File: config.mk
export PLATFORM = sky130hd
export DESIGN_NAME = clip_sched
export DESIGN_NICKNAME = d
export VERILOG_FILES = /design/src/rtl/clip_sched.sv
export SDC_FILE = /design/constraint.sdc
export NUM_CORES = 1
export LEC_CHECK = 0
export CAP_MARGIN = 20
export CELL_PAD_IN_SITES_DETAIL_PLACEMENT = 0
export CELL_PAD_IN_SITES_GLOBAL_PLACEMENT = 1
export CORE_UTILIZATION = 25
export CTS_CLUSTER_DIAMETER = 200
export DETAILED_ROUTE_END_ITERATION = 10
export PLACE_DENSITY = 0.88
export SYNTH_ARGS = -nofsm -noshare
export SYNTH_HDL_FRONTEND = slang
export SYNTH_SLANG_ARGS = --single-unit
File: constraint.sdc
create_clock -name clk -period 2.56 [get_ports clk]
set_input_delay 0.512 -clock clk [delete_from_list [all_inputs] [get_ports clk]]
set_output_delay 0.512 -clock clk [all_outputs]
set_load 0.02 [all_outputs]
File: src/rtl/clip_sched.sv
// clip_sched: round-robin scheduler sharing one registered saturating clip stage among NCH channels.
// Defining CLIP_SCHED_SAT_CNT_EN adds per-channel 8-bit saturation counters (sat_clr / sat_cnt).
module clip_sched #(
  parameter int NCH    = 4,
  parameter int BW_IN  = 5,
  parameter int BW_OUT = 3,
  localparam int CW    = (NCH > 1) ? $clog2(NCH) : 1
) (
  input  logic                 clk,
  input  logic                 rst_n,
  input  logic [NCH-1:0]       req_valid,
  output logic [NCH-1:0]       req_ready,
  input  logic [NCH*BW_IN-1:0] req_data,
  input  logic [NCH-1:0]       req_in_signed,
  input  logic [NCH-1:0]       req_out_signed,
  output logic                 out_valid,
  input  logic                 out_ready,
  output logic [BW_OUT-1:0]    out_data,
  output logic [CW-1:0]        out_ch,
  output logic                 out_clipped
`ifdef CLIP_SCHED_SAT_CNT_EN
  ,
  input  logic                 sat_clr,
  output logic [NCH*8-1:0]     sat_cnt
`endif
);

  localparam int UMAX = (1 << BW_OUT) - 1;
  localparam int SMAX = (1 << (BW_OUT - 1)) - 1;
  localparam int SMIN = -(1 << (BW_OUT - 1));

  function automatic logic [CW-1:0] rr_index(input logic [CW-1:0] base, input int off);
    int s;
    s = int'(base) + off;
    s = (s >= NCH) ? (s - NCH) : s;
    return CW'(s);
  endfunction

  // Result is {clipped, data}; the sample is widened to int so both signednesses compare uniformly.
  function automatic logic [BW_OUT:0] clip(input logic [BW_IN-1:0] smp, input logic in_s,
                                           input logic out_s);
    int v;
    int lo;
    int hi;
    v  = in_s  ? int'($signed(smp)) : int'(smp);
    lo = out_s ? SMIN : 0;
    hi = out_s ? SMAX : UMAX;
    if (v < lo) begin
      return {1'b1, BW_OUT'(lo)};
    end else if (v > hi) begin
      return {1'b1, BW_OUT'(hi)};
    end else begin
      return {1'b0, smp[BW_OUT-1:0]};
    end
  endfunction

  logic [CW-1:0]     r_ptr;
  logic              r_out_valid;
  logic [BW_OUT-1:0] r_out_data;
  logic [CW-1:0]     r_out_ch;
  logic              r_out_clipped;

  logic              w_gnt_found;
  logic [CW-1:0]     w_gnt_ch;
  logic              w_can_load;
  logic              w_xfer;
  logic [BW_IN-1:0]  w_sel_data;
  logic [BW_OUT:0]   w_clip_res;

  // Walk offsets high to low so the smallest offset from r_ptr wins.
  always_comb begin
    w_gnt_found = 1'b0;
    w_gnt_ch    = r_ptr;
    for (int i = NCH - 1; i >= 0; i--) begin
      w_gnt_ch    = req_valid[rr_index(r_ptr, i)] ? rr_index(r_ptr, i) : w_gnt_ch;
      w_gnt_found = w_gnt_found | req_valid[rr_index(r_ptr, i)];
    end
  end

  assign w_can_load = ~r_out_valid | out_ready;
  assign w_xfer     = rst_n & w_can_load & w_gnt_found;
  assign req_ready  = w_xfer ? (NCH'(1'b1) << w_gnt_ch) : NCH'(1'b0);
  assign w_sel_data = req_data[w_gnt_ch*BW_IN +: BW_IN];
  assign w_clip_res = clip(w_sel_data, req_in_signed[w_gnt_ch], req_out_signed[w_gnt_ch]);

  // Output stage: a load may replace a result draining in the same cycle.
  always_ff @(posedge clk) begin
    if (!rst_n) begin
      r_out_valid   <= 1'b0;
      r_out_data    <= '0;
      r_out_ch      <= '0;
      r_out_clipped <= 1'b0;
    end else if (w_xfer) begin
      r_out_valid   <= 1'b1;
      r_out_data    <= w_clip_res[BW_OUT-1:0];
      r_out_ch      <= w_gnt_ch;
      r_out_clipped <= w_clip_res[BW_OUT];
    end else if (out_ready) begin
      r_out_valid   <= 1'b0;
    end else begin
      r_out_valid   <= r_out_valid;
    end
  end

  always_ff @(posedge clk) begin
    if (!rst_n) begin
      r_ptr <= '0;
    end else if (w_xfer) begin
      r_ptr <= rr_index(w_gnt_ch, 1);
    end else begin
      r_ptr <= r_ptr;
    end
  end

  assign out_valid   = r_out_valid;
  assign out_data    = r_out_data;
  assign out_ch      = r_out_ch;
  assign out_clipped = r_out_clipped;

`ifdef CLIP_SCHED_SAT_CNT_EN
  logic [7:0] r_sat_cnt [NCH];

  // Clear has priority over counting; counts stick at 255.
  always_ff @(posedge clk) begin
    if (!rst_n || sat_clr) begin
      for (int k = 0; k < NCH; k++) begin
        r_sat_cnt[k] <= 8'd0;
      end
    end else if (w_xfer && w_clip_res[BW_OUT] && (r_sat_cnt[w_gnt_ch] != 8'hFF)) begin
      r_sat_cnt[w_gnt_ch] <= r_sat_cnt[w_gnt_ch] + 8'd1;
    end else begin
      r_sat_cnt[w_gnt_ch] <= r_sat_cnt[w_gnt_ch];
    end
  end

  for (genvar g = 0; g < NCH; g++) begin : g_sat_out
    assign sat_cnt[g*8 +: 8] = r_sat_cnt[g];
  end
`endif

endmodule

Yosys cells after proc, flatten, opt, wreduce, memory -nomap -nowiden
Index checks and enable logic that the tools add are counted.
{"block": "word_totals", "wordCells": 66, "input_bits": 35, "regBits": 9}
{"block": "classes", "bitwise_logic": 7, "n_shift": 2, "multipliers": 1, "n_mux": 29, "reduce_logical": 1, "n_lt_le_gt_ge": 12, "addsub": 9}
{"op": "$mux W32", "count": 2}
{"op": "$gt A32 B4 Y1", "count": 1}
{"op": "$lt A32 B32 Y1", "count": 1}
{"op": "$shiftx A20 B6 Y5", "count": 1}
{"op": "$mux W2", "count": 9}
{"op": "$lt A2 B3 Y1 const B", "count": 5}
{"op": "$bmux W1 S2", "count": 6}
{"op": "$ge A3 B3 Y1 const B", "count": 4}
{"op": "$mux W4", "count": 3}
{"op": "$sub A2 B1 Y2 const B", "count": 5}
{"op": "$mux W1", "count": 8}
{"op": "$add A2 B1 Y3 const B", "count": 2}
{"op": "$add A2 B2 Y3 const B", "count": 2}
{"op": "$mul A2 B3 Y5 const B", "count": 1}
{"op": "$or A1 B1 Y1", "count": 4}
{"op": "$shl A1 B2 Y4 const A", "count": 1}
{"op": "$ge A2 B3 Y1 const B", "count": 1}
{"op": "$mux W3", "count": 1}
{"op": "$and A1 B1 Y1", "count": 2}
{"op": "$reduce_bool A2 Y1", "count": 1}
{"op": "$not A1 Y1", "count": 1}

Logic depth before layout (Yosys ltp)
{"block": "depth", "ltp_word": 15, "ltp_mapped": 11, "depth_no_buf": 10}

Worst setup path before layout
No wires, ideal clock.
{"block": "synth_path", "path_type": "in2reg", "from": "input port req_valid[2]", "to": "register r_out_data[0], in the netlist out_data[0]", "t_arrival_ns": 2.512, "slack_ns": -0.037, "path_buffers": 0, "path_stages": 9, "required_time_ns": 2.474, "cell_sequence": "nor3b_2 a211o_1 o22ai_4 mux2i_1 inv_1 ha_1 nor2_1 a211o_1 a211oi_1"}
{"block": "synth_between", "elab_chain_cells": 12, "elab_cells_between_ends": 29}
{"element": "from (decl)", "line": "11", "text": "input logic [NCH-1:0] req_valid,"}
{"element": "$bmux W1 S2", "line": "75, 76"}
{"element": "$mux W1 (implied by the code)", "line": "75, 76"}
{"element": "$mux W2 (4 in series)", "line": "75", "text": "w_gnt_ch = req_valid[rr_index(r_ptr, i)] ? rr_index(r_ptr, i) : w_gnt_ch;"}
{"element": "$mul A2 B3 Y5 or $bmux W1 S2 (tied branches)", "line": "83, 84"}
{"element": "$shiftx A20 B6 Y5 or $mux W1 (tied branches)", "line": "83, 84"}
{"element": "$mux W32 or $mux W3 (tied branches)", "line": "45, 47"}
{"element": "$gt A32 B4 Y1", "line": "50", "text": "end else if (v > hi) begin"}
{"element": "$mux W4", "line": "50"}
{"element": "$mux W4", "line": "48", "text": "if (v < lo) begin"}
{"element": "to (signal assigned)", "line": "95", "text": "r_out_data <= w_clip_res[BW_OUT-1:0];"}
{"element": "to (decl)", "line": "59", "text": "logic [BW_OUT-1:0] r_out_data;"}
Several ways; a longest one is shown, not always the timed one. The select of a mux whose other input is x is not followed.
A chain may end at the register's enable or synchronous reset.

Worst setup path in the final report
{"block": "layout_path", "from": "input port req_valid[2]", "to": "output port req_ready[1]"}
{"block": "layout_between", "elab_chain_cells": 8, "elab_cells_between_ends": 18}
{"element": "$bmux W1 S2", "line": "75, 76"}
{"element": "$mux W1 (implied by the code)", "line": "75, 76"}
{"element": "$mux W2 (4 in series)", "line": "75"}
{"element": "$shl A1 B2 Y4", "line": "82", "text": "assign req_ready = w_xfer ? (NCH'(1'b1) << w_gnt_ch) : NCH'(1'b0);"}
{"element": "$mux W4 *", "line": "82"}
{"element": "to (decl)", "line": "12", "text": "output logic [NCH-1:0] req_ready,"}
Every way passes the cells marked *; elsewhere a longest branch is shown, timed or not. The select of a mux whose other input is x is not followed.

==> metrics <==
status=finished clean; H-tree depth=1; met2 Resource Use GR=0.280; met3 usage=0.0328; CP startpoint kind=input pin; clk_lat worst skew=between 0.2 and 0.3 ns; async set or reset register ratio after synthesis=0; cts bufs inserted=3; post-synthesis instance total=between 100 and 150; post-synth cell types=36; Setup Viol. Count Final=0; synthesis-to-finish area growth=85.1%; Die X=between 60 and 70 µm; initial antenna violation count=0; CP Max Fanout=4; Rows=21; first-pass GRT wire length=approximately 4900 µm; Clock transition at path regs=roughly 0.060 ns; final worst path period share=0.977; number of clock sinks=9; Yosys top cell by area=dfxtp_1; post-DR wirelength/cell=12.5 µm; LEAKAGE=around 0.73 nW; synth cell count leaders=mux2i_1, dfxtp_1, nand2_1; gp weighted congestion=0.831; Post-CTS Hold Buffers=0; via count of the first global-routing pass=1199; via count=about 1100; M1 GR Usage=0.178; Fill cells=346; Util after Layout=0.498; FF+latch count, synth=9; Synth top area share=0.196; initial core utilization=0.269; Syn Area/Cell=8.13 µm²; Required @ worst endpoint=about 2.1 ns; Slew Viols, Final=0; Hold WC Path Type=flip-flop to flip-flop; sum of negative setup slack=0 ns; Die ar.=3920 µm²; DR pass1 iterations=4; clock root cell=clkbuf_4; post-synthesis sequential area ratio=0.196; vias per cell=4.74; CP Capture Type=output pin; DRT antenna net count=0; Port Buf Inserts=45; Final Skew=around 0.0064 ns; area of the mapped netlist=918 µm²; busiest grt layer=met2; slew margin rel.=0.730; Core ar.=roughly 3400 µm²; total track usage=0.156; Max Freq=0.400 GHz; WL final=2910 µm; pin count of the biggest net entering global routing=11; n_diodes=0; Worst Max-Slew Pin Slew=0.405 ns; grt total ovfl=0; Max IR drop VDD=~410 µV; DP HPWL=2310 µm; Non-Filler Instances=between 200 and 250; Mapped Nets=approximately 150; DRT iter0 DRCs=14; main flop type after synthesis=dfxtp_1; Synth area leaders=dfxtp_1, mux2i_1, ha_1; height of the die=62.6 µm; RSZ-0062 raised after global routing=true; Placed Cells=220; Post-synth EDFFs=0; WS Path Type=input pin to output pin; Syn. warnings=0; Boundary Pins=46; worst path arrival time=between 1.5 and 2 ns; clock buffer depth=2; count leader, synth=mux2i_1; layout cells sized above 1=0.316; Tmin final=between 2 and 3 ns; PwrDens=between 600 and 700 nW/µm²; Maximum Capacitance Violations=0; DRC Markers=0; Final nets=roughly 230; CTS tree=built; Fin. Hold Viols=0
state kept, by name, indices dropped and copies added (netlist names):
register,cells
r_ptr,2
out_valid,1
out_data,3
out_ch,2
out_clipped,1
layout make-up:
class	count	area [µm²]	area share
clock buffers	4	26.3	0.0155
flip-flops and latches	9	181	0.107
repair buffers	75	673	0.396
multi-input cells	90	728	0.428
well taps	46	57.6	0.0338
inverters	9	33.8	0.0199
critical path: stages:
cell	delay [ns]
buf_2	0.12
nor2b_4	0.12
a211o_1	0.30
o22ai_4	0.22
buf_4	0.16
ha_1	0.13
and2_1	0.13
clkdlybuf4s15_1	0.30
metrics by stage:
step / setup WS (ns) / cell area (µm²) / hold WS [ns] / total power, W
after global routing: -0.0183 / 1700 / 0.530 / 0.00111
final: 0.0591 / 1700 / 0.487 / 0.00102
after floorplan: 0.00261 / 922 / 0.524 / 0.000555
after detailed placement: -0.753 / 1550 / 0.478 / 0.000811
after global placement: -0.629 / 1550 / 0.470 / 0.000796
after CTS: 0.0159 / 1680 / 0.487 / 0.00101
timing repair:
action | CTS | global route
hold endpoints to repair | 0 | 0
gates cloned | 0 | 0
setup buffers | 7 | 2
setup endpoints to repair | 8 | 5
pin swaps | 7 | 4
gates resized for setup | 37 | 3
power breakdown:
group	internal [W]	switching, W
logic	0.000382	0.000335
clock network	0.0000598	0.0000454
registers	0.000174	0.0000252
total	0.000616	0.000405
routing by layer:
metal	up-vias	wire length, µm
met5	-	0
met2	34	1420
li1	564	-
met3	6	162
met4	0	40
met1	500	1290
cells in the final DEF (no fill, tap or decap), types with 3 or more instances in the layout:
cell / instances
a211o_1: 3
nand2_1: 9
nand3_1: 5
dfxtp_1: 8
ha_1: 4
clkdlybuf4s50_1: 37
o21ai_0: 6
buf_2: 3
nand4_1: 4
a21oi_1: 6
and2_1: 5
mux2i_1: 11
inv_1: 7
clkbuf_4: 3
nor2_1: 4
buf_4: 28
final timing paths:
kind                                      to          from  cells after the start  slack [ns]
worst min register to register     out_ch[0]     out_ch[0]                      2        0.49
worst max register to register   out_data[0]      r_ptr[0]                     10        0.17
worst max-delay path            req_ready[1]  req_valid[2]                      8        0.06
worst min-delay path               out_ch[0]     out_ch[0]                      2        0.49
logic make-up after synthesis:
group | synth area share
and+or+nand+nor | 0.236
AOI/OAI and AO/OA | 0.275
buffers and inverters | 0.0831
muxes | 0.142
DFF | 0.196
adders and majority gates | 0.0681
Note: power is estimated with default switching activity, not from simulation.
